### src/rtl/xy_scan_pkg.sv
// Shared types for the 2-D scan coordinate generator.
// Scan states and run-time scan-order encoding.
package xy_scan_pkg;

  typedef enum logic [1:0] {
    IDLE,
    RUN,
    FIN
  } scan_state_t;

  typedef enum logic [1:0] {
    ROW,
    COL,
    SERP,
    RSVD
  } scan_mode_t;

endpackage

### src/rtl/xy_scan_counter_if.sv
// Control, bounds and coordinate handshake bundle between a drawing controller
// and xy_scan_counter. The counter uses the master modport.
interface xy_scan_counter_if
  import xy_scan_pkg::*;
#(
  parameter int unsigned XW = 8,
  parameter int unsigned YW = 7
) ();

  logic          start;
  logic          abort;
  scan_mode_t    mode;
  logic [XW-1:0] x_min;
  logic [XW-1:0] x_max;
  logic [YW-1:0] y_min;
  logic [YW-1:0] y_max;
  logic          ready;
  logic [XW-1:0] x;
  logic [YW-1:0] y;
  logic          valid;
  logic          busy;
  logic          line_done;
  logic          done;

  modport master (
    input  start, abort, mode, x_min, x_max, y_min, y_max, ready,
    output x, y, valid, busy, line_done, done
  );

  modport slave (
    output start, abort, mode, x_min, x_max, y_min, y_max, ready,
    input  x, y, valid, busy, line_done, done
  );

endinterface

### src/rtl/xy_scan_counter_axis.sv
// Single-axis up/down counter between run-time bounds; at_end flags the bound
// in the current counting direction (max when up, min when down).
module axis_counter #(
  parameter int unsigned W = 8
) (
  input  logic         clk,
  input  logic         reset,
  input  logic         load_min,
  input  logic         load_max,
  input  logic         step,
  input  logic         up,
  input  logic [W-1:0] min,
  input  logic [W-1:0] max,
  output logic [W-1:0] value,
  output logic         at_end
);

  logic [W-1:0] value_q, value_d;

  always_comb begin
    value_d = value_q;
    if (load_min) begin
      value_d = min;
    end else if (load_max) begin
      value_d = max;
    end else if (step) begin
      value_d = up ? value_q + 1'b1 : value_q - 1'b1;
    end
  end

  always_ff @(posedge clk or negedge reset) begin
    if (!reset) begin
      value_q <= '0;
    end else begin
      value_q <= value_d;
    end
  end

  assign value  = value_q;
  assign at_end = up ? (value_q == max) : (value_q == min);

endmodule

### src/rtl/xy_scan_counter.sv
// 2-D rectangle scan generator: one coordinate per accepted valid/ready beat.
// Define XY_SCAN_SERPENTINE_EN to make mode SERP reverse the inner axis on odd lines.
module xy_scan_counter
  import xy_scan_pkg::*;
#(
  parameter int unsigned XW = 8,
  parameter int unsigned YW = 7
) (
  input logic               clk,
  input logic               reset,
  xy_scan_counter_if.master bus
);

  scan_state_t   state_q, state_d;
  logic [XW-1:0] x_min_q, x_max_q, x_lo, x_hi, x_val;
  logic [YW-1:0] y_min_q, y_max_q, y_lo, y_hi, y_val;
  logic          col_q;
  logic          line_q, line_d;

  logic go, degen, accept;
  logic x_end, y_end, inner_end, outer_end, wrap, last;
  logic inner_step, outer_step, reload_min, reload_max, inner_up;
  logic x_load_min, x_load_max, x_step, x_up;
  logic y_load_min, y_load_max, y_step, y_up;

  assign go     = (state_q == IDLE) && bus.start && !bus.abort;
  assign degen  = (bus.x_min > bus.x_max) || (bus.y_min > bus.y_max);
  assign accept = (state_q == RUN) && bus.ready && !bus.abort;

  assign inner_end  = col_q ? y_end : x_end;
  assign outer_end  = col_q ? x_end : y_end;
  assign wrap       = accept && inner_end;
  assign last       = wrap && outer_end;
  assign inner_step = accept && !inner_end;
  assign outer_step = wrap && !last;

`ifdef XY_SCAN_SERPENTINE_EN
  logic serp_q, odd_q;

  // Entering an odd line starts the inner axis at max and counts down.
  assign reload_max = outer_step && serp_q && !odd_q;
  assign inner_up   = !(serp_q && odd_q);

  always_ff @(posedge clk or negedge reset) begin
    if (!reset) begin
      serp_q <= 1'b0;
      odd_q  <= 1'b0;
    end else if (go) begin
      serp_q <= (bus.mode == SERP);
      odd_q  <= 1'b0;
    end else if (outer_step) begin
      odd_q  <= !odd_q;
    end
  end
`else
  assign reload_max = 1'b0;
  assign inner_up   = 1'b1;
`endif

  assign reload_min = outer_step && !reload_max;

  // Bounds come straight from the bus on the start cycle, from the latches afterwards.
  assign x_lo = (state_q == IDLE) ? bus.x_min : x_min_q;
  assign x_hi = (state_q == IDLE) ? bus.x_max : x_max_q;
  assign y_lo = (state_q == IDLE) ? bus.y_min : y_min_q;
  assign y_hi = (state_q == IDLE) ? bus.y_max : y_max_q;

  assign x_load_min = (go && !degen) || (!col_q && reload_min);
  assign x_load_max = !col_q && reload_max;
  assign x_step     = col_q ? outer_step : inner_step;
  assign x_up       = col_q || inner_up;

  assign y_load_min = (go && !degen) || (col_q && reload_min);
  assign y_load_max = col_q && reload_max;
  assign y_step     = col_q ? inner_step : outer_step;
  assign y_up       = !col_q || inner_up;

  axis_counter #(
    .W (XW)
  ) u_x_axis (
    .clk      (clk),
    .reset    (reset),
    .load_min (x_load_min),
    .load_max (x_load_max),
    .step     (x_step),
    .up       (x_up),
    .min      (x_lo),
    .max      (x_hi),
    .value    (x_val),
    .at_end   (x_end)
  );

  axis_counter #(
    .W (YW)
  ) u_y_axis (
    .clk      (clk),
    .reset    (reset),
    .load_min (y_load_min),
    .load_max (y_load_max),
    .step     (y_step),
    .up       (y_up),
    .min      (y_lo),
    .max      (y_hi),
    .value    (y_val),
    .at_end   (y_end)
  );

  always_comb begin
    state_d = state_q;
    line_d  = 1'b0;
    unique case (state_q)
      IDLE: begin
        if (go) begin
          state_d = degen ? FIN : RUN;
        end
      end
      RUN: begin
        if (last) begin
          state_d = FIN;
        end else begin
          line_d = wrap;
        end
      end
      FIN:     state_d = IDLE;
      default: state_d = IDLE;
    endcase
    if (bus.abort) begin
      state_d = IDLE;
      line_d  = 1'b0;
    end
  end

  always_ff @(posedge clk or negedge reset) begin
    if (!reset) begin
      state_q <= IDLE;
      line_q  <= 1'b0;
    end else begin
      state_q <= state_d;
      line_q  <= line_d;
    end
  end

  always_ff @(posedge clk or negedge reset) begin
    if (!reset) begin
      x_min_q <= '0;
      x_max_q <= '0;
      y_min_q <= '0;
      y_max_q <= '0;
      col_q   <= 1'b0;
    end else if (go) begin
      x_min_q <= bus.x_min;
      x_max_q <= bus.x_max;
      y_min_q <= bus.y_min;
      y_max_q <= bus.y_max;
      col_q   <= (bus.mode == COL);
    end
  end

  assign bus.x         = x_val;
  assign bus.y         = y_val;
  assign bus.valid     = (state_q == RUN);
  assign bus.busy      = (state_q == RUN);
  assign bus.done      = (state_q == FIN);
  assign bus.line_done = line_q || (state_q == FIN);

endmodule

### src/flat_wrapper.sv
// flat-port wrapper written by rule: the top's interface ports become plain ports
module xy_scan_counter_flat import xy_scan_pkg::*;
#(
  parameter int unsigned XW = 8,
  parameter int unsigned YW = 7
)
  (clk, reset, bus_start, bus_abort, bus_mode, bus_x_min, bus_x_max, bus_y_min, bus_y_max, bus_ready, bus_x, bus_y, bus_valid, bus_busy, bus_line_done, bus_done);
  xy_scan_counter_if #(.XW(XW), .YW(YW)) bus_i ();
  input logic clk;
  input logic reset;
  input wire logic [$bits(bus_i.start)-1:0] bus_start;
  input wire logic [$bits(bus_i.abort)-1:0] bus_abort;
  input wire logic [$bits(bus_i.mode)-1:0] bus_mode;
  input wire logic [$bits(bus_i.x_min)-1:0] bus_x_min;
  input wire logic [$bits(bus_i.x_max)-1:0] bus_x_max;
  input wire logic [$bits(bus_i.y_min)-1:0] bus_y_min;
  input wire logic [$bits(bus_i.y_max)-1:0] bus_y_max;
  input wire logic [$bits(bus_i.ready)-1:0] bus_ready;
  output wire logic [$bits(bus_i.x)-1:0] bus_x;
  output wire logic [$bits(bus_i.y)-1:0] bus_y;
  output wire logic [$bits(bus_i.valid)-1:0] bus_valid;
  output wire logic [$bits(bus_i.busy)-1:0] bus_busy;
  output wire logic [$bits(bus_i.line_done)-1:0] bus_line_done;
  output wire logic [$bits(bus_i.done)-1:0] bus_done;
  assign bus_i.start = bus_start;
  assign bus_i.abort = bus_abort;
  assign bus_i.mode = bus_mode;
  assign bus_i.x_min = bus_x_min;
  assign bus_i.x_max = bus_x_max;
  assign bus_i.y_min = bus_y_min;
  assign bus_i.y_max = bus_y_max;
  assign bus_i.ready = bus_ready;
  assign bus_x = bus_i.x;
  assign bus_y = bus_i.y;
  assign bus_valid = bus_i.valid;
  assign bus_busy = bus_i.busy;
  assign bus_line_done = bus_i.line_done;
  assign bus_done = bus_i.done;
  xy_scan_counter #(.XW(XW), .YW(YW)) u_core (.clk(clk), .reset(reset), .bus(bus_i));
endmodule
### config.mk
export PLATFORM = sky130hd
export DESIGN_NAME = xy_scan_counter_flat
export DESIGN_NICKNAME = d
export VERILOG_FILES = /design/src/rtl/xy_scan_pkg.sv /design/src/rtl/xy_scan_counter_if.sv /design/src/rtl/xy_scan_counter_axis.sv /design/src/rtl/xy_scan_counter.sv /design/src/flat_wrapper.sv
export SDC_FILE = /design/constraint.sdc
export NUM_CORES = 1
export LEC_CHECK = 0
export ABC_AREA = 1
export ABC_CLOCK_PERIOD_IN_PS = 3300
export BUFFER_PORTS_ARGS = -buffer_cell sky130_fd_sc_hd__buf_2
export CORE_ASPECT_RATIO = 0.5
export CORE_MARGIN = 2
export CORE_UTILIZATION = 55
export DETAILED_ROUTE_END_ITERATION = 12
export PLACE_DENSITY = 0.83
export SETUP_SLACK_MARGIN = 0.05
export SLEW_MARGIN = 20
export SYNTH_ARGS = -nofsm -noshare
export SYNTH_HDL_FRONTEND = slang
export SYNTH_HIERARCHICAL = 1
export SYNTH_SLANG_ARGS = --single-unit
### constraint.sdc
create_clock -name clk -period 3.3 [get_ports clk]
set_clock_uncertainty 0.15 [all_clocks]
set_input_delay 0.66 -clock clk [delete_from_list [all_inputs] [get_ports clk]]
set_output_delay 0.66 -clock clk [all_outputs]
set_load 0.01 [all_outputs]
==> results.sh <==
export IMPL_clockBufferDepth=2
export IMPL_path_clk_slew_ps=60
export IMPL_fin_crit_sh=0.916
export IMPL_io_buffers=55
export IMPL_arrival_ps=3070
export IMPL_critical_path_max_stage_delay_ps=390
export IMPL_finalHoldViolations=0
export IMPL_p_sw_frac=0.412
export IMPL_syn_area_um2=3980
export IMPL_endpoint_kind="register"
export IMPL_layout_min_cycle_time_ps=3020
export IMPL_core_rowCount=21
export IMPL_critPathMaxFanout=28
export IMPL_via_per_inst=4.96
export IMPL_coreArea_um2=6830
export IMPL_synth_flop_cell="dfrtp_1"
export IMPL_max_freq_mhz=331
export IMPL_cts_tree="yes"
export IMPL_slew_headroom=0.563
export IMPL_wl_per_cell_um=12.0
export IMPL_grt_max_degree=61
export IMPL_grt_pass1_vias=3547
export IMPL_final_layout_size_suffix_gt1_frac=0.160
export IMPL_synth_most_common_cell="nand2_1"
export IMPL_io_pins=56
export IMPL_vias=3831
export IMPL_synthToLayoutAreaGrowth_pct=17.4
export IMPL_synth_yosys_seq_area_share=0.308
export IMPL_ant_nets=0
export IMPL_p_comb_frac=0.458
export IMPL_ys_types=35
export IMPL_maxSlewViolCount=0
export IMPL_chipHeight_um=64.1
export IMPL_synth_area_leader_cell="dfrtp_1"
export IMPL_detailed_place_hpwl_um=7120
export IMPL_dr_pass1_iters=5
export IMPL_grt_pass1_wl_um=15800
export IMPL_dieArea_um2=7970
export IMPL_p_per_area_nw_per_um2=573
export IMPL_intPower_w=0.00157
export IMPL_final_util=0.684
export IMPL_fillers=581
export IMPL_cts_root_buffer="clkbuf_16"
export IMPL_antenna_cells=0
export IMPL_totalWireLength_um=9290
export IMPL_cap_violations=0
export IMPL_required_ps=3350
export IMPL_netlist_area_leader_share=0.308
export IMPL_placed_cells=762
export IMPL_cp_num_buf_inv=5
export IMPL_layout_cells_non_filler=773
export IMPL_leakagePower_nw=2.62
export IMPL_crit_type="register to register"
export IMPL_multi_input_area_um2=2410
export IMPL_start_util=0.582
export IMPL_nNetsFinal=745
export IMPL_synth_commonest_cells="nand2_1 (177), inv_1 (93), o21ai_0 (53)"
export IMPL_ys_warn_count=6
export IMPL_synth_edff_count=0
export IMPL_worst_pin_slew_ps=656
export IMPL_cp_cell_sequence="inv_2, nand2_2, buf_12, o21ai_0, nand2_1, o21ai_0, xor2_1, nor2_1, nand2_1, nor2_2, nor2_1, nor2_2, nor2_4, nand2_1, nand2_2, inv_2, o21ai_2, buf_4, inv_1, o21ai_0, o221ai_1"
export IMPL_drtIter0Drc=231
export IMPL_postCtsHoldBufs=0
export IMPL_p_switching_w=0.00110
export IMPL_synthCells=597
export IMPL_critPathSlowestCell="dfrtp_1"
export IMPL_outcome="complete, no violations"
export IMPL_p_seq_frac=0.340
export IMPL_cts_made_buffers=5
export IMPL_pwr_share_clk=0.202
export IMPL_worstSetupStartpointType="register"
export IMPL_crit_family="simple AND/OR/NAND/NOR gates"
export IMPL_place_gp_congestion=0.915
export IMPL_gr_total_overflow=0
export IMPL_track_usage=0.242
export IMPL_clkLatencyLatePin_ps=290
export IMPL_rsz0062_at_grt="yes"
export IMPL_die_w_um=124
export IMPL_antenna_found_initial=0
export IMPL_yosys_register_bits=49
export IMPL_ir_worst_vdd_mv=0.310
export IMPL_setup_viol=0
export IMPL_clock_sinks=49
export IMPL_synth_area_per_cell_um2=6.66
export IMPL_hp_class="input port to asynchronous set/reset pin"
export IMPL_register_area_um2=1230
export IMPL_ys_async_sr_fraction=1.00
export IMPL_htree_levels=2
export IMPL_drc=0
export IMPL_netlist_top_cells_area="dfrtp_1 (31%), nand2_1 (17%), inv_1 (8.8%), ha_1 (8.2%), o21ai_0 (6.7%)"
==> registers in the layout, summed over array words and instances, names as in the netlist <==
| name | flops |
|---|---|
| u_core/u_x_axis/value | 8 |
| u_core/line_q | 1 |
| u_core/u_y_axis/value | 7 |
| u_core/x_min_q | 8 |
| u_core/state_q | 2 |
| u_core/y_min_q | 7 |
| u_core/x_max_q | 8 |
| u_core/y_max_q | 7 |
| u_core/col_q | 1 |
==> layout by cell type, fill, tap and decap left out, types with 4 or more instances in the layout <==
master | netlist | final
nor3_1 | 4 | 4
nand3_1 | 22 | 22
nand2_2 | 8 | 11
xor2_1 | 13 | 13
dfrtp_1 | 49 | 49
or2_2 | 4 | 4
o22ai_1 | 4 | 4
ha_1 | 26 | 26
nor2_2 | 4 | 4
o21bai_1 | 5 | 5
o21ai_0 | 53 | 40
nand2_1 | 177 | 174
clkbuf_16 | 0 | 5
a21oi_1 | 10 | 10
nand3b_1 | 5 | 5
inv_1 | 93 | 90
o21ai_1 | 33 | 45
buf_2 | 13 | 55
buf_4 | 1 | 11
conb_1 | 2 | 26
inv_2 | 2 | 5
nor2_1 | 46 | 44
==> stage by stage <==
stage | hold WS [ps] | total power, W | cell area, um2 | TNS [ps] | setup WS [ps]
floorplan | 214 | 0.00177 | 4070 | 0 | 469
global placement | 323 | 0.00205 | 4460 | 0 | 119
detailed placement | 329 | 0.00209 | 4460 | 0 | 7.74
CTS | 265 | 0.00264 | 4620 | 0 | 66.5
global route | 288 | 0.00291 | 4670 | -5.91 | -5.91
finish | 245 | 0.00267 | 4670 | 0 | 277
==> cell type report <==
class | instances | area share
multi-input combinational | 459 | 0.516
sequential | 49 | 0.263
timing repair buffer | 68 | 0.0852
inverter | 97 | 0.0780
clock buffer | 7 | 0.0327
tap | 92 | 0.0247
clock inverter | 1 | 0.00107
==> routing by layer <==
| layer | vias up | track usage | share of wire |
|---|---|---|---|
| met5 | - | 0 | 0 |
| met4 | 0 | 0.0646 | 0.014 |
| met3 | 11 | 0.0369 | 0.049 |
| met2 | 93 | 0.421 | 0.46 |
| met1 | 1700 | 0.320 | 0.48 |
| li1 | 2027 | - | - |
==> path summary, 6_finish.rpt <==
kind | start | end | slack, ps | cells after the start
worst max-delay path | u_core/state_q[0] | u_core/u_x_axis/value[2] | 280 | 21
worst min register to register | u_core/x_min_q[0] | u_core/x_min_q[0] | 340 | 2
min in group clk | u_core/x_min_q[0] | u_core/x_min_q[0] | 340 | 2
max in group asynchronous | reset | u_core/y_min_q[0] | 2020 | 2
worst min-delay path | reset | u_core/x_min_q[7] | 250 | 1
worst max register to register | u_core/state_q[0] | u_core/u_x_axis/value[2] | 280 | 21
==> power by group through the flow <==
stage                     clock (W)  combinational, W  sequential, W
final                      0.000540           0.00123       0.000909
after detailed placement          0           0.00117       0.000917
after global routing       0.000572           0.00140       0.000934
after global placement            0           0.00114       0.000912
after floorplan                   0          0.000860       0.000910
after CTS                  0.000547           0.00119       0.000908
==> what timing repair did <==
| item | 4_1_cts | 5_1_grt |
|---|---|---|
| endpoints found under the setup margin | 3 | 12 |
| gates resized for setup | 9 | 15 |
| pin swaps | 0 | 4 |
| endpoints found under the hold margin | 0 | 0 |
| buffers inserted | 0 | 3 |
==> logic make-up (layout without fill, tap and decap cells) <==
| kind of cell | count (synthesis) | in the layout | synth area share |
|---|---|---|---|
| fa+ha+maj | 28 | 28 | 0.0919 |
| flops | 49 | 49 | 0.308 |
| buf+inv | 113 | 173 | 0.115 |
| other cells | 2 | 26 | 0.00189 |
| simple gates | 274 | 274 | 0.286 |
| compound gates | 115 | 115 | 0.157 |
| xor+xnor | 16 | 16 | 0.0390 |
No activity file was read; power rests on OpenSTA's default activity.
